===== config.mk =====
export PLATFORM = sky130hd
export DESIGN_NAME = sram_controller
export DESIGN_NICKNAME = d
export VERILOG_FILES = /design/src/rtl/sram_controller.sv
export SDC_FILE = /design/constraint.sdc
export NUM_CORES = 1
export LEC_CHECK = 0
export CAP_MARGIN = 0
export CORE_ASPECT_RATIO = 1.75
export CORE_MARGIN = 5
export CORE_UTILIZATION = 30
export CTS_CLUSTER_SIZE = 28
export DETAILED_ROUTE_END_ITERATION = 8
export GPL_TIMING_DRIVEN = 0
export PLACE_DENSITY = 0.69
export SKIP_LAST_GASP = 1
export SLEW_MARGIN = 15
export SYNTH_ARGS = -nofsm -noshare
export SYNTH_HDL_FRONTEND = slang
export SYNTH_SLANG_ARGS = --single-unit

===== constraint.sdc =====
create_clock -name clk -period 2.3 [get_ports clk]
set_clock_uncertainty 0.15 [all_clocks]
set_input_delay 0.46 -clock clk [delete_from_list [all_inputs] [get_ports clk]]
set_output_delay 0.46 -clock clk [all_outputs]
set_load 0.01 [all_outputs]

===== src/rtl/sram_controller.sv =====
// Single-port asynchronous SRAM sequencer: each request runs IDLE -> SETUP -> ACCESS -> HOLD.
// All outputs come straight from flops, so the RAM strobes never glitch.
module sram_controller #(
  parameter int depth       = 16,
  parameter int width       = 8,
  parameter int wait_cycles = 2
) (
  input  logic             clk,
  input  logic             rst_x,
  input  logic             i_req,
  input  logic             i_we,
  input  logic [depth-1:0] i_addr,
  input  logic [width-1:0] i_wdata,
  output logic             o_busy,
  output logic             o_ack,
  output logic [width-1:0] o_rdata,
  output logic [depth-1:0] o_sram_addr,
  output logic             o_sram_enable_x,
  output logic             o_sram_write_x,
  output logic [width-1:0] o_sram_data,
  input  logic [width-1:0] i_sram_data
);

  typedef enum logic [1:0] {IDLE, SETUP, ACCESS, HOLD} state_t;

  localparam logic [7:0] CNT_LOAD = 8'(wait_cycles - 1);

  state_t     state;
  logic       we_q;
  logic [7:0] cnt;

  always_ff @(posedge clk or negedge rst_x) begin
    if (!rst_x) begin
      state           <= IDLE;
      we_q            <= 1'b0;
      cnt             <= 8'd0;
      o_busy          <= 1'b0;
      o_ack           <= 1'b0;
      o_rdata         <= '0;
      o_sram_addr     <= '0;
      o_sram_data     <= '0;
      o_sram_enable_x <= 1'b1;
      o_sram_write_x  <= 1'b1;
    end else begin
      o_ack <= 1'b0;
      case (state)
        IDLE: begin
          // Address/data/direction are frozen here and only reloaded on the next accept.
          if (i_req) begin
            we_q            <= i_we;
            o_sram_addr     <= i_addr;
            o_sram_data     <= i_wdata;
            o_busy          <= 1'b1;
            o_sram_enable_x <= 1'b0;
            o_sram_write_x  <= 1'b1;
            state           <= SETUP;
          end
        end
        SETUP: begin
          cnt            <= CNT_LOAD;
          o_sram_write_x <= ~we_q;
          state          <= ACCESS;
        end
        ACCESS: begin
          if (cnt == 8'd0) begin
            o_sram_write_x <= 1'b1;
            o_ack          <= 1'b1;
            if (!we_q) o_rdata <= i_sram_data;
            state          <= HOLD;
          end else begin
            cnt <= cnt - 8'd1;
          end
        end
        HOLD: begin
          o_sram_enable_x <= 1'b1;
          o_busy          <= 1'b0;
          state           <= IDLE;
        end
        default: state <= IDLE;
      endcase
    end
  end

endmodule


==> results.tsv, run 1 <==
stage	metric	value	unit
status	status	finished, violations left	
status	violations	hold timing	
critical_path	crit_chain	inv_1 > ha_1 > nor2b_1 > and3_1 > buf_6 > nand3b_4 > mux2_4	
route	routed_wl	4550	um
sta	fin_hold_ws	-0.01344	ns
route	vias	1434	
critical_path	start_kind	flop	
critical_path	cp_num_buf_inv	2	
final_layout	drive_above_1_share	23.01	%
grt	grt_pass1_wl	7583	um
place	port_buffers	71	
critical_path	timing.rr.start	cnt[0]	
floorplanning	dieArea	8710	um2
sta	fin_tns_setup	0	ns
sta	worst_slew_pin_slew	0.4919	ns
cts	cts_tree	built	
logic_synthesis	async_flop_share	100.0	%
cts	clock_path_buffers	2	
logic_synthesis	syn_inst	146	
place	place_congestion	0.7336	
logic_synthesis	ys_ff_latch	47	
critical_path	end_kind	flop	
critical_path	crit_slowest_cell	dfrtp_1	
pwr	vdd_ir_drop_max	0.0006197	V
cts	cts.sinks	47	
cts	clkTransAtPathRegs	0.06	ns
cts	cts_buffers	5	
logic_synthesis	synthFlopType	dfrtp_1	
route	wl_per_cell	14.68	um
place	place_hpwl	3426	um
final_layout	diodes	0	
critical_path	cp_top_family	simple AND/OR/NAND/NOR gates	
route	remaining_drc_errors	0	
route	viasPerCell	4.626	
logic_synthesis	synth_edf_count	0	
logic_synthesis	synth.avg_cell_area	14.15	um2
sta	finalSetupViolCount	0	
floorplanning	num_rows	40	
critical_path	required	2.32	ns
critical_path	setup.worst_path.start	cnt[0]	
sta	fin_crit	2.105	ns
pwr	leakage	1.342	nW
sta	finalHoldViolCount	19	
final_layout	synthToLayoutAreaGrowth	47.55	%
floorplanning	dieWidth	72.73	um
pwr	power_density	1344	nW/um2
route	antenna_left	0	
critical_path	critical_path_class	flop to flop	
cts	cts_resized	0	
logic_synthesis	syn_nets	189	
route	first_pass_iters	4	
route	drt-initial-drc-count	59	
grt	grt_use_total	10.99	%
logic_synthesis	synth_cell_types	37	
floorplanning	coreArea	6807	um2
logic_synthesis	synth.yosys.warnings	0	
sta	grt_setup_unrepaired	false	
critical_path	worst_ep_arrival_time	2.12	ns
cts	h-tree-depth	2	
sta	slew_headroom	67.21	%
floorplanning	io_pins	72	
sta	slew_viol_final	0	
cts	clk_latency	0.28	ns
floorplanning	die_y	119.8	um
cts	post-cts-setup-buffers	0	
pwr	p_total	0.004097	W
grt	grt_overflow_total	0	
hold_path	hold_class	input port to asynchronous set/reset pin	
sta	fin_crit_sh	91.53	%
final_layout	fin_nets	268	
cts	root_buffer	clkbuf_16	
job	maxCapViolCount	0	
floorplanning	start_util	30.35	%
final_layout	utilization	44.78	%
critical_path	crit_fanout	8	
logic_synthesis	synth_seq_area_share	57.06	%
grt	grt_pass1_vias	1571	
grt	grt_max_degree	29	
sta	fmax	475.0	MHz
logic_synthesis	syn_area	2066	um2
cts	cts.hold.buffers_added	0	
grt	antenna_found_initial	0	
critical_path	critical-path-max-stage-delay	0.40	ns
==> layout by cell type, fill, tap and decap left out, types with 2 or more instances in the layout <==
master / count
clkdlybuf4s50_1: 70
dfrtp_1: 45
mux2_2: 26
mux2_4: 8
ha_1: 7
nand2_1: 6
inv_1: 5
nor2_1: 5
mux2i_1: 5
clkbuf_16: 5
nor2b_1: 3
nand2b_1: 3
a21oi_1: 3
buf_2: 3
clkbuf_1: 2
nand3_1: 2
o21ai_0: 2
dfstp_2: 2
==> power breakdown <==
group          internal [W]  switching, W
registers           0.00123      0.000232
clock network      0.000435      0.000307
logic               0.00115      0.000748
==> synthesized netlist by cell type (2+ instances only) <==
master | instances | area (um2)
dfrtp_1 | 45 | 1126
mux2_2 | 26 | 292.8
mux2_4 | 8 | 120.1
ha_1 | 7 | 87.58
nand2_1 | 6 | 22.52
inv_1 | 5 | 18.77
mux2i_1 | 5 | 50.05
nor2_1 | 5 | 18.77
a21oi_1 | 3 | 15.01
nand2b_1 | 3 | 18.77
nor2b_1 | 3 | 18.77
buf_2 | 2 | 10.01
dfstp_2 | 2 | 52.55
nand3_1 | 2 | 10.01
o21ai_0 | 2 | 10.01
==> area by class of cell <==
class	instances	area (um2)
fill	664	3759
multi-input combinational	90	843.3
tap	84	105.1
timing repair buffer	72	725.7
inverter	5	18.77
clock inverter	1	8.758
buffer	4	25.02
clock buffer	7	142.6
sequential	47	1179
==> worst paths after layout <==
path                             endpoint  slack, ns  depth (start not counted)
min                        o_sram_data[7]      -0.01                          1
max reg2reg                    o_rdata[3]       0.19                          7
max in group asynchronous  o_sram_write_x       1.43                          2
min reg2reg                o_sram_addr[6]       0.36                          1
min in group clk           o_sram_addr[6]       0.36                          1
max                            o_rdata[3]       0.19                          7
==> flip-flops by register name, indices dropped and copies added, names as in the netlist <==
name	cells
o_rdata	8
o_sram_addr	16
o_sram_enable_x	1
state	2
o_busy	1
cnt	8
o_sram_write_x	1
o_ack	1
o_sram_data	8
we_q	1
==> worst register-to-register path, stage by stage, from the launching register on <==
cell	delay, ns
dfrtp_1	0.40
inv_1	0.13
ha_1	0.19
nor2b_1	0.25
and3_1	0.22
buf_6	0.13
nand3b_4	0.18
mux2_4	0.35
==> through the flow <==
| step | cell area, um2 | hold slack [ns] | setup WS, ns | instances |
|---|---|---|---|---|
| final | 3048 | -0.01344 | 0.1949 | 310 |
| after floorplan | 2066 | 0.01441 | 0.4229 | 146 |
| after global placement | 2882 | 0.3269 | -0.8529 | 301 |
| after CTS | 3048 | 0.006473 | 0.1775 | 310 |
| after detailed placement | 2897 | 0.3075 | -0.003910 | 302 |
| after global routing | 3048 | 0.03166 | 0.05508 | 310 |
==> per-layer routing <==
layer / wire, um / global-route usage (%) / share of wire, %
met2: 2508 / 19.34 / 55
met4: 48 / 3.811 / 1.1
met1: 1739 / 12.67 / 38
met3: 253 / 2.598 / 5.6
met5: 0 / 0 / 0
==> cells by family after synthesis <==
| family | synth area share, % |
|---|---|
| multiplexers | 22.96 |
| AND/OR/NAND/NOR | 9.147 |
| adder cells (fa/ha/maj) | 4.240 |
| AO/OA/AOI/OAI | 4.059 |
| buffers and inverters | 2.120 |
| XOR/XNOR | 0.4241 |
| flip-flops | 57.06 |
No activity file was read; power rests on OpenSTA's default activity.
==> inputs of run 2 (changes only) <==
CAP_MARGIN = 10   (was 0)
CORE_MARGIN = default   (was 5)
SETUP_SLACK_MARGIN = 0.4   (was default)
==> results.tsv, run 2 (same netlist as run 1, synthesis figures left out) <==
stage	metric	value	unit	change
route	drt-initial-drc-count	61		+3.4%
sta	worst_slew_pin_slew	0.6245	ns	+0.1327 ns
cts	cts_tree	built		
sta	fin_crit	1.879	ns	-0.2266 ns
critical_path	start_kind	flop		
final_layout	top_register	o_sram_addr		
critical_path	critical_path_class	flop to flop		
grt	grt_pass1_vias	1580		+0.57%
place	place_congestion	0.7880		+7.4%
floorplanning	start_util	31.36	%	+1.0 points
sta	fin_tns_setup	0	ns	unchanged
final_layout	layout_commonest_cell	clkdlybuf4s50_1		
sta	finalSetupViolCount	0		unchanged
floorplanning	dieWidth	64.73	um	-11%
final_layout	drive_above_1_share	29.66	%	+6.7 points
floorplanning	dieArea	7234	um2	-17%
floorplanning	io_pins	72		unchanged
place	place_hpwl	3136	um	-8.5%
grt	grt_use_total	12.98	%	+2.0 points
grt	grt_pass1_wl	7265	um	-4.2%
hold_path	hold_class	input port to asynchronous set/reset pin		
cts	root_buffer	clkbuf_16		
grt	grt.met1_usage	14.09	%	+1.4 points
pwr	leakage	1.404	nW	+4.6%
cts	clk_latency	0.28	ns	about the same
sta	finalHoldViolCount	0		-19
cts	cts.sinks	47		unchanged
pwr	p_switching	0.001324	W	+2.9%
route	antenna_left	0		unchanged
critical_path	worst_ep_arrival_time	1.90	ns	-0.22 ns
job	maxCapViolCount	0		unchanged
pwr	vdd_ir_drop_max	0.0005846	V	-5.7%
critical_path	required	2.32	ns	about the same
sta	fmax	532.3	MHz	+12%
sta	grt_setup_unrepaired	true		
sta	fin_crit_sh	81.67	%	-9.9 points
cts	cts.hold.buffers_added	0		unchanged
critical_path	crit_chain	inv_2 > ha_4 > nor2b_4 > and3_4 > buf_6 > nand3b_4 > mux2_4		
route	viasPerCell	4.613		-0.27%
status	status	complete, no violations		
floorplanning	coreArea	6588	um2	-3.2%
grt	use_met3	3.791	%	+1.2 points
critical_path	end_kind	flop		
place	port_buffers	71		unchanged
sta	slew_viol_final	0		unchanged
route	vias	1467		+2.3%
grt	gr-max-usage-layer	met2		
final_layout	synthToLayoutAreaGrowth	53.00	%	
cts	cts_buffers	5		unchanged
pwr	sw_frac_of_total	31.15	%	-0.25 points
critical_path	ff2ff_setup_slack	0.42	ns	+0.23 ns
grt	antenna_found_initial	0		unchanged
grt	grt_overflow_total	0		unchanged
grt	gr-usage-met2	22.64	%	+3.3 points
cts	clkTransAtPathRegs	0.06	ns	about the same
sta	slew_headroom	58.36	%	-8.8 points
critical_path	critical-path-max-stage-delay	0.39	ns	about the same
route	routed_wl	4334	um	-4.7%
final_layout	diodes	0		unchanged
pwr	power_frac_comb	48.4	%	+2.2 points
final_layout	fin_nets	278		+3.7%
pwr	power_frac_clock	17.4	%	-0.7 points
floorplanning	num_rows	39		-2.5%
pwr	p_int	0.002926	W	+4.1%
grt	grt_max_degree	25		-14%
route	remaining_drc_errors	0		unchanged
route	wl_per_cell	13.63	um	-7.1%
cts	clock_path_buffers	2		unchanged
final_layout	layout_common_cells	68 x clkdlybuf4s50_1, 45 x dfrtp_1, 26 x mux2_2, 12 x buf_4, 8 x mux2_4		
critical_path	crit_slowest_cell	dfrtp_1		
critical_path	crit_fanout	8		unchanged
route	first_pass_iters	4		unchanged
final_layout	utilization	47.98	%	+3.2 points
pwr	power_density	1345	nW/um2	about the same
final_layout	largest_reg_flops	16		unchanged
floorplanning	die_y	111.8	um	-6.7%
pwr	seqPwrFrac	34.3	%	-1.4 points
cts	h-tree-depth	2		unchanged
==> run 2: cell types whose count changed in the layout (fill, tap and decap cells not counted), sizes merged <==
cell / before / now
inv: 5 / 6
buf: 5 / 15
clkdlybuf4s50: 70 / 68
clkbuf: 8 / 7
dlygate4sd2: 0 / 2
==> run 2: final cells by class <==
type	count	area [um2]
plain buffers	4	31.28
flip-flops and latches	47	1179
repair buffers	82	805.8
fillers	608	3427
well taps	82	102.6
inverters	5	18.77
clock buffers	6	138.9
multi-input cells	90	870.8
clock inverters	2	13.76
==> run 2: repair_timing <==
item / CTS / global route
buffers inserted: 6 / 4
pin swaps: 1 / 0
endpoints found under the setup margin: 33 / 31
gates resized for setup: 8 / 8
==> run 2: worst paths after layout <==
kind                       startpoint        endpoint  cells past startpoint
min reg2reg                    cnt[6]          cnt[6]                      1
max                            cnt[0]      o_rdata[3]                      7
max in group asynchronous       rst_x  o_sram_write_x                      2
min in group clk               cnt[6]          cnt[6]                      1
max reg2reg                    cnt[0]      o_rdata[3]                      7
min                             rst_x  o_sram_addr[6]                      1
==> run 2: power groups by stage <==
stage          sequential (W)  combinational [W]  clock, W
4_1_cts               0.00146            0.00201  0.000766
6_report              0.00146            0.00206  0.000738
3_3_place_gp          0.00145            0.00188         0
5_1_grt               0.00151            0.00222  0.000800
3_5_place_dp          0.00147            0.00191         0
2_1_floorplan         0.00160           0.000879         0
==> run 2: layer usage <==
metal,share of wire (%),vias up
met1,39,718
met3,5.1,8
met5,0,-
met2,54,49
li1,-,692
met4,1.8,0
==> run 2: critical path, delay by kind of cell, from the launching register on <==
family                     cells  cell delay (ns)
and+or+nand+nor                3             0.54
DFF                            1             0.39
muxes                          1             0.35
buffers and inverters          2             0.20
adders and majority gates      1             0.13
==> run 2: through the flow <==
step / hold WS, ns / area (um2) / worst slack (ns) / total power [W] / instances
2_1_floorplan: 0.01441 / 2066 / 0.4229 / 0.002478 / 146
3_3_place_gp: 0.3267 / 2879 / -0.8110 / 0.003333 / 299
3_5_place_dp: 0.3397 / 2902 / 0.1067 / 0.003384 / 300
4_1_cts: 0.05522 / 3112 / 0.3497 / 0.004233 / 314
5_1_grt: 0.08431 / 3161 / 0.3834 / 0.004530 / 318
6_report: 0.04302 / 3161 / 0.4215 / 0.004250 / 318
